## config.mk

```make
export PLATFORM = sky130hd
export DESIGN_NAME = lsu_ctrl_flat
export DESIGN_NICKNAME = d
export VERILOG_FILES = /design/src/rtl/lsu_ctrl_if.sv /design/src/rtl/lsu_ctrl.sv /design/src/flat_wrapper.sv
export SDC_FILE = /design/constraint.sdc
export NUM_CORES = 1
export LEC_CHECK = 0
export CAP_MARGIN = 20
export CORE_MARGIN = 2
export CORE_UTILIZATION = 38
export DETAILED_ROUTE_END_ITERATION = 6
export GPL_TIMING_DRIVEN = 0
export PLACE_DENSITY_LB_ADDON = 0.25
export SYNTH_ARGS = -nofsm -noshare
export SYNTH_HDL_FRONTEND = slang
export SYNTH_SLANG_ARGS = --single-unit
```

## constraint.sdc

```tcl
create_clock -name clk_i -period 2.2 [get_ports clk_i]
set_clock_uncertainty 0.2 [all_clocks]
set_input_delay 0.44 -clock clk_i [delete_from_list [all_inputs] [get_ports clk_i]]
set_output_delay 0.44 -clock clk_i [all_outputs]
set_load 0.01 [all_outputs]
```

## src/rtl/lsu_ctrl_if.sv

```systemverilog
// Data-memory bus between the load/store unit (master) and the data memory (slave).
// Read data is registered by the memory and valid the cycle after mem_req.
interface lsu_ctrl_if;
    logic        mem_req;
    logic        mem_we;
    logic [2:0]  mem_size;
    logic [31:0] mem_a;
    logic [31:0] mem_wd;
    logic [31:0] mem_rd;

    modport master (
        output mem_req, mem_we, mem_size, mem_a, mem_wd,
        input  mem_rd
    );

    modport slave (
        input  mem_req, mem_we, mem_size, mem_a, mem_wd,
        output mem_rd
    );
endinterface

```

## src/rtl/lsu_ctrl.sv

```systemverilog
// Load/store unit: accepts one core access, issues it on the data-memory bus and returns extended load data.
// Define LSU_FAULT_EN to enable misalignment / bad-size / out-of-region fault detection.
module lsu_ctrl #(
    parameter logic [31:0] STATIC_BASE = 32'h10008000,
    parameter logic [31:0] STATIC_LAST = 32'h100081FF,
    parameter logic [31:0] HEAP_BASE   = 32'h10008200,
    parameter logic [31:0] HEAP_LAST   = 32'h100083FF,
    parameter logic [31:0] STACK_BASE  = 32'hBFFFFDF0,
    parameter logic [31:0] STACK_LAST  = 32'hBFFFFFF0
) (
    input  logic        clk_i,
    input  logic        reset,
    input  logic        lsu_req_i,
    input  logic        lsu_we_i,
    input  logic [2:0]  lsu_size_i,
    input  logic [31:0] lsu_addr_i,
    input  logic [31:0] lsu_wdata_i,
    output logic        lsu_stall_o,
    output logic        lsu_done_o,
    output logic [31:0] lsu_rdata_o,
    output logic        lsu_fault_o,
    output logic [31:0] lsu_fault_addr_o,
    output logic [1:0]  dbg_state_o,
    output logic        dbg_in_region_o,
    lsu_ctrl_if.master  mem
);

    // Core handshake: lsu_req_i is held until the one-cycle lsu_done_o pulse; the
    // request visible alongside lsu_done_o is never re-accepted.
    typedef enum logic [1:0] {
        S_IDLE = 2'd0,
        S_REQ  = 2'd1,
        S_RESP = 2'd2
    } state_t;

    state_t      r_state;
    logic        r_done;
    logic [31:0] r_rdata;
    logic        r_mem_req;
    logic        r_mem_we;
    logic        r_we;
    logic [2:0]  r_size;
    logic [31:0] r_addr;
    logic [31:0] r_wdata;

    logic        w_accept;
    logic        w_in_region;
    logic        w_fault;
    logic [31:0] w_ext;

    assign w_accept = lsu_req_i & ~r_done;

    assign w_in_region = ((lsu_addr_i >= STATIC_BASE) && (lsu_addr_i <= STATIC_LAST)) ||
                         ((lsu_addr_i >= HEAP_BASE)   && (lsu_addr_i <= HEAP_LAST))   ||
                         ((lsu_addr_i >= STACK_BASE)  && (lsu_addr_i <= STACK_LAST));

`ifdef LSU_FAULT_EN
    logic        r_fault;
    logic [31:0] r_fault_addr;

    always_comb begin
        w_fault = ~w_in_region;
        case (lsu_size_i)
            3'd1, 3'd5:       if (lsu_addr_i[0])          w_fault = 1'b1;
            3'd2:             if (lsu_addr_i[1:0] != 2'b00) w_fault = 1'b1;
            3'd3, 3'd6, 3'd7: w_fault = 1'b1;
            default:          ;
        endcase
    end

    assign lsu_fault_o      = r_fault;
    assign lsu_fault_addr_o = r_fault_addr;
`else
    assign w_fault          = 1'b0;
    assign lsu_fault_o      = 1'b0;
    assign lsu_fault_addr_o = 32'h0;
`endif

    // Extension follows the latched size, not the live core input.
    always_comb begin
        w_ext = mem.mem_rd;
        case (r_size)
            3'd0:    w_ext = {{24{mem.mem_rd[7]}},  mem.mem_rd[7:0]};
            3'd4:    w_ext = {24'h0,                mem.mem_rd[7:0]};
            3'd1:    w_ext = {{16{mem.mem_rd[15]}}, mem.mem_rd[15:0]};
            3'd5:    w_ext = {16'h0,                mem.mem_rd[15:0]};
            default: w_ext = mem.mem_rd;
        endcase
    end

    always_ff @(posedge clk_i) begin
        if (reset) begin
            r_state   <= S_IDLE;
            r_done    <= 1'b0;
            r_rdata   <= 32'h0;
            r_mem_req <= 1'b0;
            r_mem_we  <= 1'b0;
            r_we      <= 1'b0;
            r_size    <= 3'd0;
            r_addr    <= 32'h0;
            r_wdata   <= 32'h0;
`ifdef LSU_FAULT_EN
            r_fault      <= 1'b0;
            r_fault_addr <= 32'h0;
`endif
        end else begin
            r_done <= 1'b0;
`ifdef LSU_FAULT_EN
            r_fault <= 1'b0;
`endif
            case (r_state)
                S_IDLE: begin
                    if (w_accept) begin
                        if (w_fault) begin
                            // Faulted access completes from IDLE without touching memory.
                            r_done <= 1'b1;
`ifdef LSU_FAULT_EN
                            r_fault      <= 1'b1;
                            r_fault_addr <= lsu_addr_i;
`endif
                        end else begin
                            r_we      <= lsu_we_i;
                            r_size    <= lsu_size_i;
                            r_addr    <= lsu_addr_i;
                            r_wdata   <= lsu_wdata_i;
                            r_mem_req <= 1'b1;
                            r_mem_we  <= lsu_we_i;
                            r_state   <= S_REQ;
                        end
                    end
                end
                S_REQ: begin
                    r_mem_req <= 1'b0;
                    r_mem_we  <= 1'b0;
                    r_state   <= S_RESP;
                end
                S_RESP: begin
                    if (!r_we) begin
                        r_rdata <= w_ext;
                    end
                    r_done  <= 1'b1;
                    r_state <= S_IDLE;
                end
                default: begin
                    r_mem_req <= 1'b0;
                    r_mem_we  <= 1'b0;
                    r_state   <= S_IDLE;
                end
            endcase
        end
    end

    assign lsu_stall_o     = (r_state != S_IDLE) | w_accept;
    assign lsu_done_o      = r_done;
    assign lsu_rdata_o     = r_rdata;
    assign dbg_state_o     = r_state;
    assign dbg_in_region_o = w_in_region;

    assign mem.mem_req  = r_mem_req;
    assign mem.mem_we   = r_mem_we;
    assign mem.mem_size = r_size;
    assign mem.mem_a    = r_addr;
    assign mem.mem_wd   = r_wdata;

endmodule

```

## src/flat_wrapper.sv

```systemverilog
// flat-port wrapper written by rule: the top's interface ports become plain ports
module lsu_ctrl_flat 
#(
    parameter logic [31:0] STATIC_BASE = 32'h10008000,
    parameter logic [31:0] STATIC_LAST = 32'h100081FF,
    parameter logic [31:0] HEAP_BASE   = 32'h10008200,
    parameter logic [31:0] HEAP_LAST   = 32'h100083FF,
    parameter logic [31:0] STACK_BASE  = 32'hBFFFFDF0,
    parameter logic [31:0] STACK_LAST  = 32'hBFFFFFF0
)
  (clk_i, reset, lsu_req_i, lsu_we_i, lsu_size_i, lsu_addr_i, lsu_wdata_i, lsu_stall_o, lsu_done_o, lsu_rdata_o, lsu_fault_o, lsu_fault_addr_o, dbg_state_o, dbg_in_region_o, mem_mem_req, mem_mem_we, mem_mem_size, mem_mem_a, mem_mem_wd, mem_mem_rd);
  lsu_ctrl_if mem_i ();
  input  logic clk_i;
  input  logic reset;
  input  logic lsu_req_i;
  input  logic lsu_we_i;
  input  logic [2:0] lsu_size_i;
  input  logic [31:0] lsu_addr_i;
  input  logic [31:0] lsu_wdata_i;
  output logic lsu_stall_o;
  output logic lsu_done_o;
  output logic [31:0] lsu_rdata_o;
  output logic lsu_fault_o;
  output logic [31:0] lsu_fault_addr_o;
  output logic [1:0] dbg_state_o;
  output logic dbg_in_region_o;
  output wire logic [$bits(mem_i.mem_req)-1:0] mem_mem_req;
  output wire logic [$bits(mem_i.mem_we)-1:0] mem_mem_we;
  output wire logic [$bits(mem_i.mem_size)-1:0] mem_mem_size;
  output wire logic [$bits(mem_i.mem_a)-1:0] mem_mem_a;
  output wire logic [$bits(mem_i.mem_wd)-1:0] mem_mem_wd;
  input wire logic [$bits(mem_i.mem_rd)-1:0] mem_mem_rd;
  assign mem_mem_req = mem_i.mem_req;
  assign mem_mem_we = mem_i.mem_we;
  assign mem_mem_size = mem_i.mem_size;
  assign mem_mem_a = mem_i.mem_a;
  assign mem_mem_wd = mem_i.mem_wd;
  assign mem_i.mem_rd = mem_mem_rd;
  lsu_ctrl #(.STATIC_BASE(STATIC_BASE), .STATIC_LAST(STATIC_LAST), .HEAP_BASE(HEAP_BASE), .HEAP_LAST(HEAP_LAST), .STACK_BASE(STACK_BASE), .STACK_LAST(STACK_LAST)) u_core (.clk_i(clk_i), .reset(reset), .lsu_req_i(lsu_req_i), .lsu_we_i(lsu_we_i), .lsu_size_i(lsu_size_i), .lsu_addr_i(lsu_addr_i), .lsu_wdata_i(lsu_wdata_i), .lsu_stall_o(lsu_stall_o), .lsu_done_o(lsu_done_o), .lsu_rdata_o(lsu_rdata_o), .lsu_fault_o(lsu_fault_o), .lsu_fault_addr_o(lsu_fault_addr_o), .dbg_state_o(dbg_state_o), .dbg_in_region_o(dbg_in_region_o), .mem(mem_i));
endmodule
```

==> flow_metrics.py, run 1 <==
metrics = {
    "logic_synthesis": {
        "synth.area.top_cells": "dfxtp_1 (51%), nand2_1 (15%), a21oi_1 (11%)",
        "netlist_area_um2": 4096,
        "ys_warn_count": 0,
        "synth.top_cell.area_share": 0.5131,
        "async_flop_share": 0,
        "synth_mux_area_frac": 0.007330,
        "ys_seq_elements": 105,
        "synth-edff-count": 0,
        "ys_types": 27,
        "synth_cells": 519,
        "ys.flop_type": "dfxtp_1",
        "avgSynthCellArea_um2": 7.893,
        "yosysSeqAreaShare": 0.5131,
        "yosysTopAreaCell": "dfxtp_1",
        "synth_compound_area_frac": 0.1405,
        "synthAdderAreaFrac": 0,
        "synthSimpleGateAreaFrac": 0.2398,
        "synth_xor_xnor_area_share": 0,
        "synth_top_family_by_area": "simple AND/OR/NAND/NOR gates",
    },
    "cells_and_area": {
        "final_common_cell": "clkdlybuf4s50_1",
        "fin_area_um2": 6694,
        "area_growth_pct": 63.41,
        "final_cell_mix": "clkdlybuf4s50_1 (173), nand2_1 (164), dfxtp_1 (104)",
        "n_fill_cell": 909,
        "fin_cells": 910,
        "fin_nets": 872,
        "fin_util": 0.6426,
        "drive_above_1_share": 0.1113,
    },
    "floorplan": {
        "core_um2": 10420,
        "die_height_um": 107.8,
        "core.rowCount": 37,
        "die_area_um2": 11630,
        "fp.dieW_um": 107.8,
        "start_util": 0.3933,
        "ios": 242,
    },
    "clocking": {
        "post_cts_buffers": 0,
        "clock-root-buffer": "clkbuf_8",
        "cts_tree": "done",
        "clk_transition_reported_paths_ns": 0.10,
        "hold_buffers": 0,
        "cts.path.max_buffers": 2,
        "cts_sinks": 105,
        "insertion_delay_ns": 0.36,
        "cts_max_level": 3,
        "cts_buffers": 9,
    },
    "place": {
        "place_congestion": 0.7882,
        "dpl_cell_area_um2": 6459,
        "io_buffers": 207,
        "dp_cells": 894,
        "pre_cts_ws_ns": -0.6843,
        "post-dp-hpwl_um": 9914,
    },
    "global_route": {
        "antenna_found_initial": 1,
        "overflow": 0,
        "grt_pass1_vias": 4207,
        "grt.met2_usage": 0.3836,
        "grtUsageTotal": 0.2207,
        "grt_pass1_wl_um": 20220,
        "grt_busiest_layer": "met2",
        "grt_start_max_net_pins": 16,
        "use_met1": 0.2425,
        "use_met3": 0.07082,
    },
    "timing": {
        "final.setup.tns_ns": 0,
        "setup_viol": 0,
        "rsz0062_at_grt": "yes",
        "max_freq_mhz": 464.7,
        "drv_slew": 0,
        "finalHoldWorstSlack_ns": 0.1254,
        "min_period_over_period": 0.9782,
        "period_needed_ns": 2.152,
        "worst_pin_slew_ns": 0.5930,
        "hold_viol": 0,
        "worst_slew_margin_rel": 0.6046,
        "fin_ws_ns": 0.04801,
    },
    "pwr": {
        "p_total_mw": 4.165,
        "p_leak_nw": 2.653,
        "pwr_density_cell_nw_per_um2": 622.2,
        "peakVddDrop_v": 0.0004085,
    },
    "routing": {
        "avgRoutedWirePerCell_um": 14.27,
        "antenna_left": 0,
        "via_per_inst": 4.774,
        "vias": 4344,
        "routed_wirelength_um": 12980,
        "dr.pass1.iters": 4,
        "drc": 0,
        "drt_iter0_markers": 116,
    },
    "setup_path": {
        "path_buf_inv": 2,
        "cpLargestDelayFamily": "buffers and inverters",
        "path_cells": "dlygate4sd2_1 > nor4_1 > nand2_1 > o22ai_2 > buf_2",
        "cp-end-kind": "output pin",
        "slowest_stage": "nor4_1",
        "max_stage_delay_ns": 0.32,
        "required_ns": 1.56,
        "worst-path-max-fanout": 3,
        "crit_type": "input pin to output pin",
        "startpoint_type": "input pin",
        "worst_ep_arrival_time_ns": 1.51,
    },
    "run_status": {
        "outcome": "finished clean",
    },
    "job": {
        "cap_violations": 0,
    },
    "hold_path": {
        "min_path_type": "input pin to flip-flop",
    },
}
==> Yosys cell counts, drive strengths merged, types with 4 or more instances <==
cell / count
nor3b: 4
buf: 44
nor3: 19
a21oi: 94
nand2: 165
clkbuf: 24
nor2: 30
a211oi: 8
dfxtp: 105
nor4: 5
nand4: 5
==> registers in the layout, indices dropped and copies added, names as in the netlist <==
name,flops
u_core.dbg_state_o,2
u_core.lsu_done_o,1
u_core.lsu_rdata_o,32
u_core.mem.mem_a,32
u_core.mem.mem_req,1
u_core.mem.mem_size,3
u_core.mem.mem_wd,32
u_core.mem.mem_we,1
u_core.r_we,1
==> tightest hold or removal path: stages <==
cell and delay (ns):
clkbuf_2 0.10, nand2_1 0.06, a21oi_1 0.05
==> per-layer routing <==
| layer | vias to the layer above | wire [µm] |
|---|---|---|
| met3 | 22 | 1246 |
| li1 | 2139 | - |
| met2 | 181 | 6304 |
| met5 | - | 0 |
| met4 | 0 | 319 |
| met1 | 2002 | 5113 |
==> power by group <==
part | leakage (nW) | internal (mW) | switching [mW] | total (mW)
Sequential | 0.860 | 2.01 | 0.0602 | 2.07
Clock | 0.102 | 0.580 | 0.639 | 1.22
Combinational | 1.69 | 0.463 | 0.413 | 0.876
==> logic make-up (layout without fill, tap and decap cells) <==
family                 Yosys count  after routing
AOI/OAI and AO/OA              106            106
DFF                            105            105
other                            1             34
muxes                            3              3
and+or+nand+nor                235            235
buffers and inverters           69            291
==> what timing repair did <==
action	CTS	global route
setup endpoints to repair	2	2
pin swaps	6	10
endpoints found under the hold margin	0	0
resized for setup	41	38
==> cell type report <==
class / instances / area (µm²) / share of cell area
multi-input combinational: 377 / 1809 / 0.2703
sequential: 105 / 2103 / 0.3142
timing repair buffer: 207 / 2011 / 0.3004
antenna: 1 / 2.502 / 0.0003738
clock inverter: 3 / 40.04 / 0.005981
inverter: 1 / 3.754 / 0.0005607
clock buffer: 12 / 155.1 / 0.02318
buffer: 68 / 399.1 / 0.05963
tap: 136 / 170.2 / 0.02542
==> path summary, 6_finish.rpt <==
check	start	endpoint	slack [ns]	cells after the start
max	lsu_addr_i[10]	dbg_in_region_o	0.05	5
min	lsu_addr_i[17]	u_core.mem.mem_a[17]$_SDFFE_PP0P_	0.13	3
max reg2reg	u_core.lsu_done_o$_SDFF_PP0_	u_core.mem.mem_size[0]$_SDFFE_PP0P_	0.35	6
min reg2reg	u_core.mem.mem_a[14]$_SDFFE_PP0P_	u_core.mem.mem_a[14]$_SDFFE_PP0P_	0.26	2
Power figures use the tool's default switching activity.
==> run 2, diff against run 1 <==
- CORE_MARGIN: 2 -> 1.5
==> flow_metrics.py, run 2 (synthesized netlist as in run 1, its figures left out) <==
metrics = {
    "timing": {
        "min_period_over_period": 0.9922,
        "final.setup.tns_ns": 0,
        "max_freq_mhz": 458.1,
        "worst_slew_margin_rel": 0.5766,
        "worst_pin_slew_ns": 0.6351,
        "drv_slew": 0,
        "hold_viol": 0,
        "period_needed_ns": 2.183,
        "setup_viol": 0,
        "rsz0062_at_grt": "no",
    },
    "hold_path": {
        "min_path_type": "input pin to flip-flop",
        "worstHoldStart": "lsu_addr_i[14]",
        "hold_depth": 3,
        "hold_path_end": "u_core.mem.mem_a[14]$_SDFFE_PP0P_",
    },
    "setup_path": {
        "max_stage_delay_ns": 0.51,
        "rr_endpoint": "u_core.mem.mem_size[2]$_SDFFE_PP0P_",
        "r2r_cells": 7,
        "path_depth": 5,
        "ff2ff_setup_slack_ns": 0.31,
        "path_buf_inv": 2,
        "cpLargestDelayFamily": "buffers and inverters",
        "path_cells": "clkdlybuf4s50_1 > nand3_2 > mux2i_2 > o22ai_2 > buf_2",
        "rr_startpoint": "u_core.dbg_state_o[0]$_SDFFE_PP0P_",
        "cp-end-kind": "output pin",
        "worst_ep_arrival_time_ns": 1.54,
        "slowest_stage": "clkdlybuf4s50_1",
        "crit_type": "input pin to output pin",
        "worst-path-max-fanout": 2,
        "required_ns": 1.56,
        "startpoint_type": "input pin",
    },
    "job": {
        "cap_violations": 0,
    },
    "floorplan": {
        "start_util": 0.3950,
        "die_height_um": 106.8,
        "fp.dieW_um": 106.8,
        "ios": 242,
        "core_um2": 10370,
        "die_area_um2": 11410,
        "core.rowCount": 37,
    },
    "clocking": {
        "clk_transition_reported_paths_ns": 0.10,
        "cts.path.max_buffers": 2,
        "cts_buffers": 9,
        "clock-root-buffer": "clkbuf_8",
        "cts_max_level": 3,
        "cts_tree": "done",
        "insertion_delay_ns": 0.36,
        "hold_buffers": 0,
        "cts_sinks": 105,
    },
    "cells_and_area": {
        "fin_area_um2": 6701,
        "antenna-diode-count": 0,
        "final_cell_mix": "clkdlybuf4s50_1 (174), nand2_1 (165), dfxtp_1 (104)",
        "drive_above_1_share": 0.1010,
        "fin_util": 0.6462,
        "final_common_cell": "clkdlybuf4s50_1",
        "fin_cells": 908,
        "n_fill_cell": 935,
        "fin_nets": 872,
        "area_growth_pct": 63.59,
    },
    "place": {
        "place_congestion": 0.8093,
        "dp_cells": 894,
        "post-dp-hpwl_um": 9806,
        "io_buffers": 207,
        "dpl_cell_area_um2": 6459,
    },
    "pwr": {
        "swShare": 0.2646,
        "comb_power_share": 0.206,
        "pwr-share-clk": 0.303,
        "p_int_mw": 3.106,
        "p_leak_nw": 2.676,
        "p_total_mw": 4.223,
        "peakVddDrop_v": 0.0004260,
        "p_sw_mw": 1.118,
        "seqPwrFrac": 0.490,
        "pwr_density_cell_nw_per_um2": 630.2,
    },
    "global_route": {
        "antenna_found_initial": 0,
        "grt_pass1_wl_um": 19640,
        "grtUsageTotal": 0.2173,
        "grt_pass1_vias": 4016,
        "overflow": 0,
        "grt_start_max_net_pins": 17,
    },
    "routing": {
        "vias": 4296,
        "via_per_inst": 4.731,
        "dr.pass1.iters": 4,
        "drc": 0,
        "antenna_left": 0,
        "routed_wirelength_um": 12780,
        "drt_iter0_markers": 165,
        "avgRoutedWirePerCell_um": 14.07,
    },
    "run_status": {
        "outcome": "finished clean",
    },
}
-- run 2: cell count changes in the layout (fill, tap and decap cells not counted), moves of 2 or more --
cell / delta
dlygate4sd2_1: +3
clkbuf_8: -2
dlymetal6s2s_1: +3
clkbuf_2: -7
-- run 2: layout make-up --
| class | count | area (µm²) | share of cell area |
|---|---|---|---|
| multi-input cells | 377 | 1770 | 0.2642 |
| inverters | 1 | 3.754 | 0.0005601 |
| clock inverters | 5 | 81.33 | 0.01214 |
| repair buffers | 207 | 2049 | 0.3058 |
| flip-flops and latches | 105 | 2103 | 0.3139 |
| well taps | 136 | 170.2 | 0.02539 |
| plain buffers | 68 | 399.1 | 0.05956 |
| clock buffers | 9 | 123.9 | 0.01848 |
-- run 2: power groups by stage --
stage	logic (mW)	clock network, mW	registers, mW
floorplan	0.327	0	2.16
global placement	0.865	0	2.11
detailed placement	0.878	0	2.11
CTS	0.871	1.31	2.07
global route	0.945	1.39	2.08
finish	0.871	1.28	2.07
-- run 2: repair_timing --
item,CTS,global route
endpoints found under the setup margin,2,5
pin swaps,11,7
resized for setup,34,25
buffers inserted,0,0
-- run 2: worst max path at each step --
stage               slack [ns]              end            from
finish                    0.02  dbg_in_region_o   lsu_addr_i[7]
global route           0.00003  dbg_in_region_o  lsu_addr_i[20]
CTS                      -0.08  dbg_in_region_o   lsu_addr_i[6]
detailed placement       -0.72  dbg_in_region_o  lsu_addr_i[21]
global placement         -0.73  dbg_in_region_o  lsu_addr_i[21]
floorplan                 0.41  dbg_in_region_o  lsu_addr_i[21]
-- run 2: per-layer routing --
layer | wire [µm] | global-route usage | vias to the layer above
li1 | - | - | 2134
met1 | 5075 | 0.2440 | 1957
met2 | 6321 | 0.3869 | 184
met3 | 1188 | 0.07842 | 21
met4 | 191 | 0.05905 | 0
met5 | 0 | 0 | -
-- run 2: worst register-to-register path: stages (launching register included) --
cell and delay (ns):
dfxtp_1 0.35, buf_2 0.22, nor2_1 0.08, nand2b_1 0.07
buf_2 0.19, clkbuf_1 0.41, nand2_1 0.13, a21oi_1 0.16
-- run 2: per-stage QoR --
| stage | hold slack (ns) | worst slack, ns |
|---|---|---|
| 4_1_cts | 0.2462 | -0.08464 |
| 2_1_floorplan | 0.2805 | 0.4143 |
| 3_5_place_dp | 0.2480 | -0.7233 |
| 6_report | 0.1393 | 0.01712 |
| 3_3_place_gp | 0.2417 | -0.7310 |
| 5_1_grt | 0.1300 | 0.00002709 |
